[config.mk]
export PLATFORM = sky130hd
export DESIGN_NAME = exception_entry_sequencer
export DESIGN_NICKNAME = d
export VERILOG_FILES = /design/src/rtl/leg_exc_pkg.sv /design/src/rtl/exc_priority_select.sv /design/src/rtl/exception_entry_sequencer.sv
export SDC_FILE = /design/constraint.sdc
export NUM_CORES = 1
export LEC_CHECK = 0
export CELL_PAD_IN_SITES_DETAIL_PLACEMENT = 1
export CELL_PAD_IN_SITES_GLOBAL_PLACEMENT = 1
export CORE_MARGIN = 5
export CORE_UTILIZATION = 27
export CTS_CLUSTER_DIAMETER = 120
export DETAILED_ROUTE_END_ITERATION = 6
export PLACE_DENSITY_LB_ADDON = 0.3
export RECOVER_POWER = 50
export SYNTH_ARGS = -nofsm -noshare
export SYNTH_HDL_FRONTEND = slang
export SYNTH_SLANG_ARGS = --single-unit
[constraint.sdc]
create_clock -name clk -period 3.75 [get_ports clk]
set_input_delay 0.75 -clock clk [delete_from_list [all_inputs] [get_ports clk]]
set_output_delay 0.75 -clock clk [all_outputs]
set_load 0.05 [all_outputs]
[src/rtl/leg_exc_pkg.sv]
// -----------------------------------------------------------------------------
// leg_exc_pkg
//   Shared definitions for ARM exception entry: exception type encoding,
//   processor mode values, per-type vector and link offsets, CPSR bit
//   positions, and small lookup helpers that map an exception type to its
//   constants.
// -----------------------------------------------------------------------------
package leg_exc_pkg;

    // Exception kinds the sequencer can take. EXC_NONE means nothing eligible.
    typedef enum logic [2:0] {
        EXC_NONE   = 3'd0,
        EXC_UNDEF  = 3'd1,
        EXC_SWI    = 3'd2,
        EXC_PABORT = 3'd3,
        EXC_DABORT = 3'd4,
        EXC_IRQ    = 3'd5,
        EXC_FIQ    = 3'd6
    } exc_type_t;

    // Processor mode encodings (CPSR[4:0]).
    localparam logic [4:0] MODE_USR = 5'b10000;
    localparam logic [4:0] MODE_FIQ = 5'b10001;
    localparam logic [4:0] MODE_IRQ = 5'b10010;
    localparam logic [4:0] MODE_SVC = 5'b10011;
    localparam logic [4:0] MODE_ABT = 5'b10111;
    localparam logic [4:0] MODE_UND = 5'b11011;
    localparam logic [4:0] MODE_SYS = 5'b11111;

    // Vector table offsets, OR-ed onto the selected vector base.
    localparam logic [31:0] VEC_OFF_UNDEF  = 32'h0000_0004;
    localparam logic [31:0] VEC_OFF_SWI    = 32'h0000_0008;
    localparam logic [31:0] VEC_OFF_PABORT = 32'h0000_000C;
    localparam logic [31:0] VEC_OFF_DABORT = 32'h0000_0010;
    localparam logic [31:0] VEC_OFF_IRQ    = 32'h0000_0018;
    localparam logic [31:0] VEC_OFF_FIQ    = 32'h0000_001C;

    localparam logic [31:0] VEC_BASE_LOW  = 32'h0000_0000;
    localparam logic [31:0] VEC_BASE_HIGH = 32'hFFFF_0000;

    // Amount added to the captured PC to form the banked R14 value.
    localparam logic [31:0] LINK_OFF_DEFAULT = 32'd4;
    localparam logic [31:0] LINK_OFF_DABORT  = 32'd8;

    // CPSR field positions: [11:8] NZCV, [7] I, [6] F, [5] T, [4:0] mode.
    localparam int CPSR_NZCV_MSB = 11;
    localparam int CPSR_NZCV_LSB = 8;
    localparam int CPSR_I_BIT    = 7;
    localparam int CPSR_F_BIT    = 6;
    localparam int CPSR_T_BIT    = 5;
    localparam int CPSR_MODE_MSB = 4;
    localparam int CPSR_MODE_LSB = 0;

    // Register-file address of the link register; the decoder maps it to
    // the bank of whatever mode the CPSR holds when the write lands.
    localparam logic [3:0] LR_ADDR = 4'hE;

    function automatic logic [4:0] exc_mode(input exc_type_t t);
        case (t)
            EXC_UNDEF:  return MODE_UND;
            EXC_SWI:    return MODE_SVC;
            EXC_PABORT: return MODE_ABT;
            EXC_DABORT: return MODE_ABT;
            EXC_IRQ:    return MODE_IRQ;
            EXC_FIQ:    return MODE_FIQ;
            default:    return MODE_USR;
        endcase
    endfunction

    function automatic logic [31:0] exc_vec_off(input exc_type_t t);
        case (t)
            EXC_UNDEF:  return VEC_OFF_UNDEF;
            EXC_SWI:    return VEC_OFF_SWI;
            EXC_PABORT: return VEC_OFF_PABORT;
            EXC_DABORT: return VEC_OFF_DABORT;
            EXC_IRQ:    return VEC_OFF_IRQ;
            EXC_FIQ:    return VEC_OFF_FIQ;
            default:    return 32'h0000_0000;
        endcase
    endfunction

    function automatic logic [31:0] exc_link_off(input exc_type_t t);
        return (t == EXC_DABORT) ? LINK_OFF_DABORT : LINK_OFF_DEFAULT;
    endfunction

    // One-hot acknowledge, bit order {fiq, irq, dabort, pabort, swi, undef}.
    function automatic logic [5:0] exc_ack_onehot(input exc_type_t t);
        case (t)
            EXC_UNDEF:  return 6'b000001;
            EXC_SWI:    return 6'b000010;
            EXC_PABORT: return 6'b000100;
            EXC_DABORT: return 6'b001000;
            EXC_IRQ:    return 6'b010000;
            EXC_FIQ:    return 6'b100000;
            default:    return 6'b000000;
        endcase
    endfunction

endpackage

[src/rtl/exc_priority_select.sv]
// -----------------------------------------------------------------------------
// exc_priority_select
//   Combinational arbitration of pending exception requests. IRQ and FIQ are
//   masked by the CPSR I and F bits; the survivors are priority encoded
//   DAbort > FIQ > IRQ > PAbort > Undef > SWI.
//
// Ports
//   req_undef/req_swi/req_pabort/req_dabort  synchronous exception requests
//   irq_line/fiq_line                        interrupt lines
//   cpsr_i/cpsr_f                            current CPSR interrupt masks
//   winner                                   highest-priority eligible type
// -----------------------------------------------------------------------------
module exc_priority_select
    import leg_exc_pkg::*;
(
    input  logic      req_undef,
    input  logic      req_swi,
    input  logic      req_pabort,
    input  logic      req_dabort,
    input  logic      irq_line,
    input  logic      fiq_line,
    input  logic      cpsr_i,
    input  logic      cpsr_f,
    output exc_type_t winner
);

    logic irq_eligible;
    logic fiq_eligible;

    assign irq_eligible = irq_line & ~cpsr_i;
    assign fiq_eligible = fiq_line & ~cpsr_f;

    always_comb begin
        // NOTE: defaulting the output before the if-chain keeps this block
        // purely combinational; a path that leaves it unassigned infers a latch.
        winner = EXC_NONE;
        if (req_dabort) begin
            winner = EXC_DABORT;
        end else if (fiq_eligible) begin
            winner = EXC_FIQ;
        end else if (irq_eligible) begin
            winner = EXC_IRQ;
        end else if (req_pabort) begin
            winner = EXC_PABORT;
        end else if (req_undef) begin
            winner = EXC_UNDEF;
        end else if (req_swi) begin
            winner = EXC_SWI;
        end
    end

endmodule

[src/rtl/exception_entry_sequencer.sv]
// -----------------------------------------------------------------------------
// exception_entry_sequencer
//   Multi-cycle ARM exception entry. In IDLE the highest-priority eligible
//   request is captured together with the PC and CPSR. The sequencer then
//   stalls fetch/decode until the pipeline drains and issues, one per cycle:
//     SWITCH : SPSR save (banked by new mode) and CPSR mode switch
//     LINK   : write of R14 (address 4'hE) = captured PC + link offset
//     VECTOR : PC redirect to the vector, full flush, one-hot acknowledge
//   The R14 write follows the CPSR switch so the decode-stage address decoder
//   already resolves 4'hE to the new mode's banked link register.
//
// Parameters
//   HIGH_VECTORS  1 = vector base 32'hFFFF0000, 0 = vector base 32'h00000000
//   CPSR_W        CPSR width ([11:8] NZCV, [7] I, [6] F, [5] T, [4:0] mode)
//
// Ports
//   clk, reset                 clock, synchronous active-high reset
//   ExcReq*                    level exception requests, held until acked
//   IrqIn, FiqIn               level interrupt lines
//   ExcPCIn                    PC of the excepting / next instruction
//   CPSRIn                     current CPSR
//   PipeDrained                nothing uncommitted remains past decode
//   StallF                     holds fetch/decode while the sequence runs
//   FlushAll                   one-cycle flush of all stages (VECTOR)
//   CPSRWrEn/CPSRWrData        CPSR write port (SWITCH)
//   SPSRWrEn/Mode/Data         banked SPSR write port (SWITCH)
//   RegWrEn/RegWrAddr4b/Data   register-file write of R14 (LINK)
//   PCRedirect/PCTarget        one-cycle PC load with vector address (VECTOR)
//   ExcAck                     one-hot {fiq, irq, dabort, pabort, swi, undef}
//   Busy                       sequencer is not in IDLE
// -----------------------------------------------------------------------------
module exception_entry_sequencer
    import leg_exc_pkg::*;
#(
    parameter bit HIGH_VECTORS = 1'b0,
    parameter int CPSR_W       = 12
) (
    input  logic              clk,
    input  logic              reset,
    input  logic              ExcReqUndef,
    input  logic              ExcReqSWI,
    input  logic              ExcReqPAbort,
    input  logic              ExcReqDAbort,
    input  logic              IrqIn,
    input  logic              FiqIn,
    input  logic [31:0]       ExcPCIn,
    input  logic [CPSR_W-1:0] CPSRIn,
    input  logic              PipeDrained,
    output logic              StallF,
    output logic              FlushAll,
    output logic              CPSRWrEn,
    output logic [CPSR_W-1:0] CPSRWrData,
    output logic              SPSRWrEn,
    output logic [4:0]        SPSRWrMode,
    output logic [CPSR_W-1:0] SPSRWrData,
    output logic              RegWrEn,
    output logic [3:0]        RegWrAddr4b,
    output logic [31:0]       RegWrData,
    output logic              PCRedirect,
    output logic [31:0]       PCTarget,
    output logic [5:0]        ExcAck,
    output logic              Busy
);

    // Sequencer states.
    localparam logic [2:0] ST_IDLE   = 3'd0;
    localparam logic [2:0] ST_DRAIN  = 3'd1;
    localparam logic [2:0] ST_SWITCH = 3'd2;
    localparam logic [2:0] ST_LINK   = 3'd3;
    localparam logic [2:0] ST_VECTOR = 3'd4;

    localparam logic [31:0] VEC_BASE = HIGH_VECTORS ? VEC_BASE_HIGH : VEC_BASE_LOW;

    logic [2:0]        state;
    exc_type_t         winner;
    exc_type_t         cap_type;
    logic [31:0]       cap_pc;
    logic [CPSR_W-1:0] cap_cpsr;
    logic [4:0]        new_mode;
    logic [CPSR_W-1:0] new_cpsr;

    // ------------------------------------------------------------------
    // Arbitration of the live request lines against the live CPSR masks.
    // Only consulted in IDLE; after capture the winner is frozen.
    // ------------------------------------------------------------------
    exc_priority_select u_priority_select (
        .req_undef  (ExcReqUndef),
        .req_swi    (ExcReqSWI),
        .req_pabort (ExcReqPAbort),
        .req_dabort (ExcReqDAbort),
        .irq_line   (IrqIn),
        .fiq_line   (FiqIn),
        .cpsr_i     (CPSRIn[CPSR_I_BIT]),
        .cpsr_f     (CPSRIn[CPSR_F_BIT]),
        .winner     (winner)
    );

    // ------------------------------------------------------------------
    // State and capture registers.
    // ------------------------------------------------------------------
    always_ff @(posedge clk) begin
        // NOTE: non-blocking assignments throughout, so every register here
        // samples pre-edge values regardless of statement order.
        if (reset) begin
            state    <= ST_IDLE;
            // NOTE: the capture registers are cleared on reset as well so an
            // aborted entry leaves no stale type/PC/CPSR behind.
            cap_type <= EXC_NONE;
            cap_pc   <= '0;
            cap_cpsr <= '0;
        end else begin
            case (state)
                ST_IDLE: begin
                    if (winner != EXC_NONE) begin
                        cap_type <= winner;
                        cap_pc   <= ExcPCIn;
                        cap_cpsr <= CPSRIn;
                        state    <= ST_DRAIN;
                    end
                end
                ST_DRAIN: begin
                    // No timeout: the pipeline is guaranteed to drain.
                    if (PipeDrained) begin
                        state <= ST_SWITCH;
                    end
                end
                ST_SWITCH: state <= ST_LINK;
                ST_LINK:   state <= ST_VECTOR;
                ST_VECTOR: state <= ST_IDLE;
                default:   state <= ST_IDLE;
            endcase
        end
    end

    // ------------------------------------------------------------------
    // New CPSR: keep NZCV, set I, clear T, set F only for FIQ (otherwise
    // keep it), and switch mode.
    // ------------------------------------------------------------------
    assign new_mode = exc_mode(cap_type);

    always_comb begin
        new_cpsr             = cap_cpsr;
        new_cpsr[CPSR_I_BIT] = 1'b1;
        new_cpsr[CPSR_T_BIT] = 1'b0;
        if (cap_type == EXC_FIQ) begin
            new_cpsr[CPSR_F_BIT] = 1'b1;
        end
        new_cpsr[CPSR_MODE_MSB:CPSR_MODE_LSB] = new_mode;
    end

    // ------------------------------------------------------------------
    // Output decode. Each strobe belongs to exactly one state, so at most
    // one of SPSR/CPSR/R14/PC writes is active in any cycle (the SPSR and
    // CPSR writes share SWITCH and target different registers).
    // ------------------------------------------------------------------
    always_comb begin
        StallF      = 1'b0;
        FlushAll    = 1'b0;
        CPSRWrEn    = 1'b0;
        CPSRWrData  = '0;
        SPSRWrEn    = 1'b0;
        SPSRWrMode  = '0;
        SPSRWrData  = '0;
        RegWrEn     = 1'b0;
        RegWrAddr4b = '0;
        RegWrData   = '0;
        PCRedirect  = 1'b0;
        PCTarget    = '0;
        ExcAck      = '0;
        Busy        = (state != ST_IDLE);

        case (state)
            ST_DRAIN: begin
                StallF = 1'b1;
            end
            ST_SWITCH: begin
                StallF     = 1'b1;
                SPSRWrEn   = 1'b1;
                SPSRWrMode = new_mode;
                SPSRWrData = cap_cpsr;
                CPSRWrEn   = 1'b1;
                CPSRWrData = new_cpsr;
            end
            ST_LINK: begin
                StallF      = 1'b1;
                RegWrEn     = 1'b1;
                RegWrAddr4b = LR_ADDR;
                // 32-bit add wraps naturally (0xFFFFFFFC + 4 -> 0).
                RegWrData   = cap_pc + exc_link_off(cap_type);
            end
            ST_VECTOR: begin
                StallF     = 1'b1;
                FlushAll   = 1'b1;
                PCRedirect = 1'b1;
                PCTarget   = VEC_BASE | exc_vec_off(cap_type);
                ExcAck     = exc_ack_onehot(cap_type);
            end
            default: begin
            end
        endcase
    end

endmodule

# Word level (Yosys, flattened, before mapping)
# Cells that the tools add are included.
classes:
  bitwise: 4
  n_reduce_logical: 7
  mux: 25
  eq_ne: 12
  n_addsub: 1
ops:
  columns: ["operator", "count"]
  rows:
  - ["$pmux W6 S6", 1]
  - ["$add A32 B4 Y32", 1]
  - ["$mux W32", 1]
  - ["$pmux W5 S6", 1]
  - ["$mux W12", 2]
  - ["$mux W3", 7]
  - ["$pmux W4 S5", 1]
  - ["$eq A3 B2 Y1 const B", 4]
  - ["$eq A3 B3 Y1 const B", 4]
  - ["$pmux W3 S4", 1]
  - ["$mux W5", 2]
  - ["$mux W4", 2]
  - ["$eq A3 B1 Y1 const B", 2]
  - ["$mux W6", 1]
  - ["$reduce_bool A3 Y1", 2]
  - ["$mux W1", 5]
  - ["$ne A2 B2 Y1 const B", 2]
  - ["$reduce_and A2 Y1", 2]
  - ["$reduce_or A4 Y1", 1]
  - ["$logic_not A3 Y1", 1]
  - ["$and A1 B1 Y1", 2]
  - ["$mux W2", 1]
  - ["$not A1 Y1", 2]
  - ["$reduce_or A2 Y1", 1]
word_totals:
  input_bits: 53
  out_inout_bits: 110
  ff_bits: 50

# Logic depth before layout (Yosys ltp)
depth:
  word_depth: 9
  ltp_mapped: 11

# Modules after synthesis
# Synthesis repeated with hierarchy kept, for this count alone.
hier_totals:
  hier_cells: 455
  hier_area_um2: 3241.9
by_module_without_submodules:
  columns: ["mod", "cells_each", "area_each_um2", "instances"]
  rows:
  - ["exception_entry_sequencer", 446, 3173.0, 1]
  - ["exc_priority_select", 9, 68.8, 1]

# Least setup slack after synthesis
# Ideal clock, no wire load.
synth_timing:
  kind: "reg-to-output"
  startpoint: "register cap_type[2]"
  endpoint: "output port RegWrData[14]"
  arrival_time_ns: 3.038
  stages_incl_launch_ff: 11
  setup_slack_ns: -0.038
  n_path_buf: 2
  cell_sequence: "dfxtp_1 -> clkbuf_1 -> nor2b_1 -> nand2b_1 -> ha_1 -> fa_1 -> and4_1 -> nand3_1 -> clkbuf_1 -> o21ai_0 -> a21oi_1"
synth_between:
  elab_chain_len: 4
synth_rtl:
  columns: ["element", "line", "source"]
  rows:
  - ["start: declaration", "exception_entry_sequencer.sv:76", "exc_type_t cap_type;"]
  - ["start signal: assignment", "exception_entry_sequencer.sv:115", "cap_type <= winner;"]
  - ["$eq A3 B3 Y1", "leg_exc_pkg.sv:83", "return (t == EXC_DABORT) ? LINK_OFF_DABORT : LINK_OFF_DEFAULT;"]
  - ["$mux W4", "leg_exc_pkg.sv:83", null]
  - ["$add A32 B4 Y32", "exception_entry_sequencer.sv:189", "RegWrData = cap_pc + exc_link_off(cap_type);"]
  - ["$mux W32", "exception_entry_sequencer.sv:172", "case (state)"]
  - ["end: declaration", "exception_entry_sequencer.sv:58", "output logic [31:0] RegWrData,"]
# No other way between the ends.

# Final worst setup path
layout_timing:
  startpoint: "register cap_type[2]"
  endpoint: "output port RegWrData[24]"
# Same word-level chain as after synthesis.

==> metrics.md <==
| Metric | Value |
|---|---|
| R2R Path End | `cap_type[1]$_SDFFE_PP0P_` |
| Failing checks | `max-capacitance violations, max-slew violations` |
| Area grow syn2layout | `51.3%` |
| WHS Path Cells | `2` |
| Vias in the first global route | `3374` |
| Max IR drop VDD | `0.000177 V` |
| Drt drc | `0` |
| Gate count of the mapped netlist | `449` |
| Global-route wire length before repair | `17300 um` |
| Post-synthesis sequential area ratio | `0.314` |
| Max Freq | `285 MHz` |
| Crit. End Element | `output pin` |
| GRT Total Usage | `0.145` |
| Finished Cell Area | `4820 um2` |
| Pre-antenna DRT Iters | `4` |
| Number of port buffers | `131` |
| HPWL after detailed placement | `8110 um` |
| Sequential cell area | `1000 um2` |
| Die Width | `119 um` |
| Crit Path Category | `reg2out` |
| Top Family by Delay on Critical Path | `simple AND/OR/NAND/NOR gates` |
| Pwr/cell area | `316 nW/um2` |
| H-tree levels | `2` |
| Combinational family with the most area after synthesis | `simple AND/OR/NAND/NOR gates` |
| Total negative slack | `0 ns` |
| Worst setup path startpoint | `cap_type[2]$_SDFFE_PP0P_` |
| Grt ovf | `0` |
| Via/cell ratio | `4.53` |
| FF-to-FF setup slack | `1.48 ns` |
| Max-Cap Viols | `1` |
| Synth top area cells | `dfxtp_1, nand2_1, buf_4` |
| Synth Area in Compound Gates | `0.111` |
| Layout cells sized above 1 | `0.126` |
| Hold WC Path Type | `reg2reg` |
| RR Startpoint | `state[2]$_SDFFE_PP0P_` |
| Routed wire length | `10400 um` |
| Worst Reg-to-Reg Cells | `5` |
| Cell taking the most area after synthesis | `dfxtp_1` |
| Crit path buf inv count | `1` |
| DRC marker count from the first detailed-route iteration | `103` |
| Layout Nets | `612` |
| Yosys top cell area share | `0.314` |
| DIE HEIGHT | `119 um` |
| Clock slew at reported path FFs | `0.06 ns` |
| Xor/xnor cell area share of the yosys netlist | `0.0743` |
| Commonest non-fill, non-tap cells in the layout | `nand2_1, clkdlybuf4s50_1, a21oi_1, dfxtp_1, conb_1` |
| Status | `finished, violations left` |
| RSZ-0062 raised after global routing | `no` |
| Final Hold Vio Count | `0` |
| Antenna violations before repair | `0` |
| DRT antenna net count | `0` |
| Synth Area in Adders | `0.0141` |
| Io pins | `163` |
| Synth warn | `0` |
| Crit path depth | `10` |
| Hold EP | `cap_pc[0]$_SDFFE_PP0P_` |
| Fillers | `1409` |
| Slowest cell on crit path | `fa_1` |
| WP data arrival | `2.76 ns` |
| Worst-path cell chain | `nor2b_1, nand2b_1, ha_1, fa_1, and4_1, nand3_4, nor4_2, xnor2_1, nor2_1, buf_12` |
| Die area | `14100 um2` |
| Final period util | `0.936` |
| Count of cell types in the netlist | `41` |
| Maximum clock path buffer count | `2` |
| Maximum net fanout on the critical path | `11` |
| Leak Pwr | `1.83 nW` |
| Clock Skew | `0.00332 ns` |
| Root buf cell | `clkbuf_16` |
| N_diodes | `0` |
| CP max stage delay | `0.42 ns` |
| CTS Buf Count | `5` |
| Initial Util | `0.278` |
| Final worst path period need | `3.51 ns` |
| Worst Tran Pin Value | `2.36 ns` |
| # rows | `39` |
| Largest net degree at the start of global routing | `51` |
| Rel. slew slack | `-0.573` |
| Mux share of post-synthesis cell area | `0.00354` |
| Slew Limit Fails | `51` |
| Sink Count | `50` |
| Syn Area/Cell | `7.09 um2` |
| Vias | `3169` |
| Worst endpoint required time | `3.00 ns` |
| Most common cell after layout, fill and taps aside | `nand2_1` |
| CTS tree | `yes` |
| Final setup fails | `0` |
| Per-cell routed wire length | `14.8 um` |
| Worst Hold Launch | `cap_pc[0]$_SDFFE_PP0P_` |
| GPL Wtd Cong | `0.799` |
| Area of the mapped netlist | `3180 um2` |
| Clock latency on the worst-skew pair | `0.28 ns` |
| Startpoint Class | `register` |
| Core Area | `11500 um2` |
| Post-DP Area | `4670 um2` |
| Multi-input logic area | `1810 um2` |
| Number of synthesized register bits | `50` |
| Synth Area in Simple Gates | `0.314` |
-- worst register-to-register path: cells and delay by family, from the launching register on --
kind	cells	cell delay (ns)
flip-flops	1	0.37
buffers and inverters	1	0.47
AO/OA/AOI/OAI	2	0.33
AND/OR/NAND/NOR	2	1.00
-- area by class of cell --
cell class,count,share of cell area
clock buffers,7,0.0296
flip-flops and latches,50,0.208
repair buffers,143,0.337
well taps,143,0.0371
inverters,14,0.0109
clock inverters,1,0.00104
multi-input cells,342,0.376
-- kinds of logic (layout without fill, tap and decap cells) --
family	count (synthesis)	after routing
XOR/XNOR	27	27
AO/OA/AOI/OAI	67	67
multiplexers	1	1
AND/OR/NAND/NOR	213	213
flip-flops	50	50
buffers and inverters	87	165
adder cells (fa/ha/maj)	3	3
other	1	31
-- state kept, by name, summed over array words and instances, names as in the netlist --
register	flops
state	3
cap_pc	32
cap_type	3
cap_cpsr	12
-- worst max-delay path by stage --
stage / end / slack [ns]
2_1_floorplan: RegWrData[24] / 0.02
3_3_place_gp: RegWrData[28] / 0.36
3_5_place_dp: RegWrData[28] / 0.25
4_1_cts: RegWrData[28] / 0.11
5_1_grt: RegWrData[24] / 0.05
6_report: RegWrData[24] / 0.24
-- layer usage --
layer / vias up / GRT usage / wire [um]
met2: 82 / 0.273 / 5480
met4: 0 / 0.0248 / 73
li1: 1589 / - / -
met1: 1494 / 0.171 / 4370
met3: 4 / 0.0282 / 452
met5: - / 0 / 0
-- metrics by stage --
stage	utilization	worst slack (ns)	total power, mW	cells	hold WS [ns]
global route	0.420	0.0542	1.62	700	0.477
finish	0.420	0.241	1.52	700	0.458
global placement	0.407	0.362	1.08	692	0.440
floorplan	-	0.0151	0.958	479	0.432
CTS	0.421	0.112	1.56	700	0.460
detailed placement	0.407	0.246	1.09	692	0.450
-- synthesized netlist by cell type, drive strengths merged --
master  count
a21o        3
nor3       16
or3         8
a31oi       1
xnor2      20
conb        1
dfxtp      50
or2         1
nor2b       2
o21ai       4
and4        3
inv        14
nand2b      3
or4         1
mux2        1
nor2       35
a21oi      57
nor3b       1
o31ai       1
nand4       5
buf        61
nand2     104
ha          2
clkbuf     12
nand3       7
and2       17
xor2        7
and3        3
nor4        6
a311oi      1
fa          1
nand3b      1
-- where the power goes --
| group | switching (mW) | internal (mW) | leakage, nW |
|---|---|---|---|
| logic | 0.288 | 0.158 | 1.34 |
| registers | 0.0462 | 0.580 | 0.413 |
| clock network | 0.187 | 0.265 | 0.0739 |
| total | 0.521 | 1.00 | 1.83 |
-- repair_timing --
item                                   in CTS  in global routing
buffers inserted                            0                  0
setup endpoints to repair                   9                  2
gates cloned                                0                  0
endpoints found under the hold margin       0                  0
resized for setup                           1                  2
hold buffers                                0                  0
No activity file was read; power rests on OpenSTA's default activity.
